--- src/rtl/bl_order_gen_hs.sv ---
// Baseline order generator: emits every antenna pair of a correlator set with its accumulation bank.
// Optional BL_ORDER_GEN_IDX_EN adds a registered bl_idx output counting baselines within a set.
`timescale 1ns/1ps
module bl_order_gen_hs #(
   parameter  int N_ANTS   = 16,
   parameter  int N_BUFS   = 2,
   localparam int ANT_BITS = $clog2(N_ANTS),
   localparam int BUF_BITS = (N_BUFS > 2) ? $clog2(N_BUFS) : 1
`ifdef BL_ORDER_GEN_IDX_EN
   ,
   localparam int N_BL     = N_ANTS * (N_ANTS / 2 + 1),
   localparam int IDX_BITS = $clog2(N_BL)
`endif
) (
   input  logic                clk,
   input  logic                rst,
   input  logic                en,
   input  logic                out_ready,
   output logic                out_valid,
   output logic [ANT_BITS-1:0] ant_a,
   output logic [ANT_BITS-1:0] ant_b,
   output logic [BUF_BITS-1:0] buf_sel,
   output logic                last_triangle,
   output logic                first_bl,
   output logic                last_bl
`ifdef BL_ORDER_GEN_IDX_EN
   ,
   output logic [IDX_BITS-1:0] bl_idx
`endif
);

   localparam logic [ANT_BITS-1:0] A_START   = ANT_BITS'(N_ANTS / 2);
   localparam logic [ANT_BITS-1:0] OFF_START = ANT_BITS'(N_ANTS / 2 + 1);
   localparam logic [ANT_BITS-1:0] A_LAST    = ANT_BITS'(N_ANTS - 1);
   localparam logic [ANT_BITS-1:0] ANT_ONE   = ANT_BITS'(1);
   localparam logic [BUF_BITS-1:0] BANK_LAST = BUF_BITS'(N_BUFS - 1);
   localparam logic [BUF_BITS-1:0] BANK_ONE  = BUF_BITS'(1);

   logic [ANT_BITS-1:0] a;
   logic [ANT_BITS-1:0] b;
   logic [ANT_BITS-1:0] offset;
   logic [BUF_BITS-1:0] bank;

   logic                load;
   logic                hold_free;
   logic                diag;
   logic                set_end;
   logic                lower;
   logic                is_first;
   logic [BUF_BITS-1:0] bank_prev;
   logic [BUF_BITS-1:0] bank_next;

   always_comb begin
      hold_free = ~out_valid | out_ready;
      load      = en & hold_free;
      diag      = (a == b);
      set_end   = diag & (a == A_LAST);
      lower     = (a > b);
      is_first  = (a == A_START) & (b == '0);
      // bank counts need not be a power of two, so both wraps are explicit
      bank_prev = (bank == '0)       ? BANK_LAST : bank - BANK_ONE;
      bank_next = (bank == BANK_LAST) ? '0       : bank + BANK_ONE;
   end

   always_ff @(posedge clk) begin
      if (rst) begin
         a             <= A_START;
         b             <= '0;
         offset        <= OFF_START;
         bank          <= '0;
         out_valid     <= 1'b0;
         ant_a         <= '0;
         ant_b         <= '0;
         buf_sel       <= '0;
         last_triangle <= 1'b0;
         first_bl      <= 1'b0;
         last_bl       <= 1'b0;
      end else if (load) begin
         out_valid     <= 1'b1;
         ant_a         <= a;
         ant_b         <= b;
         buf_sel       <= lower ? bank_prev : bank;
         last_triangle <= lower;
         first_bl      <= is_first;
         last_bl       <= set_end;
         if (diag) begin
            b      <= b + ANT_ONE;
            a      <= offset;
            offset <= offset + ANT_ONE;
         end else begin
            a <= a + ANT_ONE;
         end
         if (set_end) begin
            bank <= bank_next;
         end
      end else if (hold_free) begin
         out_valid <= 1'b0;
      end
   end

`ifdef BL_ORDER_GEN_IDX_EN
   localparam logic [IDX_BITS-1:0] IDX_ONE = IDX_BITS'(1);

   logic [IDX_BITS-1:0] idx;

   always_ff @(posedge clk) begin
      if (rst) begin
         idx    <= '0;
         bl_idx <= '0;
      end else if (load) begin
         bl_idx <= idx;
         idx    <= set_end ? '0 : idx + IDX_ONE;
      end
   end
`endif

endmodule

--- config.mk ---
export PLATFORM = sky130hd
export DESIGN_NAME = bl_order_gen_hs
export DESIGN_NICKNAME = d
export VERILOG_FILES = /design/src/rtl/bl_order_gen_hs.sv
export SDC_FILE = /design/constraint.sdc
export NUM_CORES = 1
export LEC_CHECK = 0
export BUFFER_PORTS_ARGS = -buffer_cell sky130_fd_sc_hd__buf_2
export CORE_UTILIZATION = 38
export CTS_CLUSTER_SIZE = 30
export DETAILED_ROUTE_END_ITERATION = 10
export SLEW_MARGIN = 20
export SYNTH_ARGS = -nofsm -noshare
export SYNTH_HDL_FRONTEND = slang
export SYNTH_SLANG_ARGS = --single-unit
--- constraint.sdc ---
create_clock -name clk -period 3.5 [get_ports clk]
set_input_delay 0.7 -clock clk [delete_from_list [all_inputs] [get_ports clk]]
set_output_delay 0.7 -clock clk [all_outputs]
set_load 0.01 [all_outputs]
==> out/qor.csv <==
stage,metric,value,unit
outcome,outcome,completed,
sta,Final period util,0.551,
clock_tree,Clock transition at path regs,0.15,ns
yosys,YS warnings,0,
clock_tree,Clock Sinks,26,
power,Internal Power,0.385,mW
sta,Fin Clk Skew,0.0111,ns
yosys,top-area cell type share of the netlist area,0.425,
layout,antenna cells,0,
yosys,Synth cell types,34,
sta,Worst Tran Pin Value,0.718,ns
clock_tree,hold bufs inserted after CTS,0,
yosys,cell area after synthesis,0.00122,mm²
yosys,Post-synth ARST share,0,
global_route,vias in the first global route,993,
detailed_routing,drt first-iter violations,26,
sta,setup_tns,0,ns
setup_path,"critical path fanouts, max",12,
floorplan,die span in y,58.7,µm
place,pre-CTS WS,1.37,ns
detailed_routing,Final ANT Viol Nets,0,
min_path,Worst Hold Class,register to register,
yosys,Mapped Cells,145,
detailed_routing,drt pass-1 iters,4,
clock_tree,post-CTS sizing,0,
yosys,Synth area leaders,"dfxtp_1 (43%), ha_1 (9.2%), nand2_1 (7.7%), a21oi_1 (6.1%), nand3_1 (3.3%)",
sta,slew margin rel.,0.522,
yosys,Yosys reg bits,26,
place,DP HPWL,1.81,mm
clock_tree,H-tree depth,1,
yosys,"top cells by count, synth","dfxtp_1 (26), nand2_1 (25), a21oi_1 (15)",
place,Placer Congestion,0.780,
place,Post-DP Area,0.00133,mm²
layout,Nets,172,
power,Switch Pwr,0.130,mW
setup_path,CP Data Arrival Time,2.20,ns
layout,Filler cells,308,
global_route,initial antenna violation count,0,
power,Power Density,378,mW/mm²
yosys,Main synth FF type,dfxtp_1,
clock_tree,CTS tree,done,
yosys,Post-synth EDFFs,0,
sta,fmax,519,MHz
sta,final slew viol count,0,
sta,final setup margin,1.57,ns
detailed_routing,DRC violations left,0,
global_route,Total GRT Usage,0.171,
setup_path,crit start category,register,
global_route,largest net degree at the start of global routing,25,
floorplan,IO Pins,17,
floorplan,DIE AREA,0.00345,mm²
power,Leak,0.543,nW
yosys,Mean Syn Cell Area,8.44,µm²
detailed_routing,total wire length,2.56,mm
power,clock share of power,0.308,
setup_path,Critical Path RT,3.77,ns
power,sw frac,0.253,
power,sequential power share,0.602,
yosys,sequential share of the synthesized area,0.425,
clock_tree,latest clock arrival within the worst-skew pair,0.34,ns
power,worst vdd ir,104,µV
clock_tree,Clock Path Buffers,2,
detailed_routing,via count of the routed design,1040,
floorplan,core area,0.00305,mm²
layout,layout cells sized above 1,0.139,
yosys,most common cell in the netlist,dfxtp_1,
run,number of max-cap violations,0,
layout,post-route cell area,0.00136,mm²
global_route,first-pass GRT wire length,4.46,mm
yosys,cell taking the most area after synthesis,dfxtp_1,
sta,"Hold Violations, Final",0,
yosys,Post-Syn Nets,158,
detailed_routing,post-DR wirelength/cell,12.7,µm
setup_path,crit path kind,register to register,
power,share of total power in combinational logic,0.090,
floorplan,Initial Utilization,0.401,
place,PortBufs,16,
floorplan,die width,58.7,µm
detailed_routing,vias per cell,5.15,
setup_path,Critical Path Sink Type,register,
clock_tree,CTS root buf,clkbuf_4,
global_route,total gr overflow,0,
sta,unrepaired setup endpoints after global routing,false,
layout,area grow syn2layout,11.3,%
sta,"Setup violations, final",0,
sta,fin crit period,1.93,ns
floorplan,FP Rows,20,
clock_tree,cts bufs inserted,3,
clock_tree,postcts setup bufs,0,
## layout by cell type (no fill, tap or decap), types with 3 or more instances in the layout
| master | instances |
|---|---|
| a21oi_1 | 15 |
| buf_2 | 16 |
| clkbuf_4 | 3 |
| dfxtp_1 | 26 |
| ha_1 | 9 |
| inv_1 | 8 |
| nand2_1 | 25 |
| nand3_1 | 8 |
| nand4_1 | 4 |
| nor2_1 | 8 |
| o21ai_0 | 6 |
| xor2_1 | 3 |
## critical path, stage by stage (launching register included)
cell and delay (ns):
dfxtp_1 0.43, inv_1 0.11, ha_1 0.31, and4_4 0.33, nand3_4 0.16, or3_1 0.38
a21oi_1 0.14
## final timing paths
kind / start / end / slack (ns) / depth (start not counted)
max: a[0] / b[3] / 1.57 / 6
min: last_bl / last_bl / 0.46 / 2
max reg2reg: a[0] / b[3] / 1.57 / 6
min reg2reg: last_bl / last_bl / 0.46 / 2
## power by group through the flow
| stage | logic, mW | registers, mW | clock network [mW] |
|---|---|---|---|
| global route | 0.0539 | 0.312 | 0.172 |
| CTS | 0.0471 | 0.310 | 0.157 |
| finish | 0.0466 | 0.310 | 0.159 |
| floorplan | 0.0305 | 0.318 | 0 |
| detailed placement | 0.0469 | 0.317 | 0 |
| global placement | 0.0456 | 0.316 | 0 |
## flip-flops by register name (all words and copies together) (netlist names)
signal and flops:
ant_b 4, first_bl 1, last_triangle 1, ant_a 4, buf_sel 1, b 4, out_valid 1, a 4
bank 1, offset 4, last_bl 1
## logic make-up after synthesis
kind of cell / count (synthesis) / synth area share
AOI/OAI and AO/OA: 29 / 0.142
and+or+nand+nor: 60 / 0.245
muxes: 1 / 0.00818
buffers and inverters: 15 / 0.0511
xor gates and xnor gates: 5 / 0.0358
adders and majority gates: 9 / 0.0920
DFF: 26 / 0.425
## layout make-up
cell class	count	area, µm²	share of cell area
clock buffers	4	36.3	0.0266
inverters	8	30.0	0.0220
multi-input cells	104	641	0.470
flip-flops and latches	26	520	0.382
well taps	44	55.1	0.0404
repair buffers	16	80.1	0.0588
## per-layer routing
layer / GRT usage / share of wire / vias to the layer above
li1: - / - / 529
met2: 0.266 / 0.47 / 20
met1: 0.225 / 0.48 / 484
met3: 0.0264 / 0.025 / 7
met4: 0.0952 / 0.028 / 0
met5: 0 / 0 / -
## per-stage QoR
step	hold slack (ns)	util	power (mW)	instances
2_1_floorplan	0.459	-	0.349	145
3_3_place_gp	0.441	0.434	0.362	198
3_5_place_dp	0.444	0.434	0.363	198
4_1_cts	0.463	0.446	0.515	202
5_1_grt	0.482	0.446	0.538	202
6_report	0.461	0.446	0.515	202
Note: power is estimated with default switching activity, not from simulation.
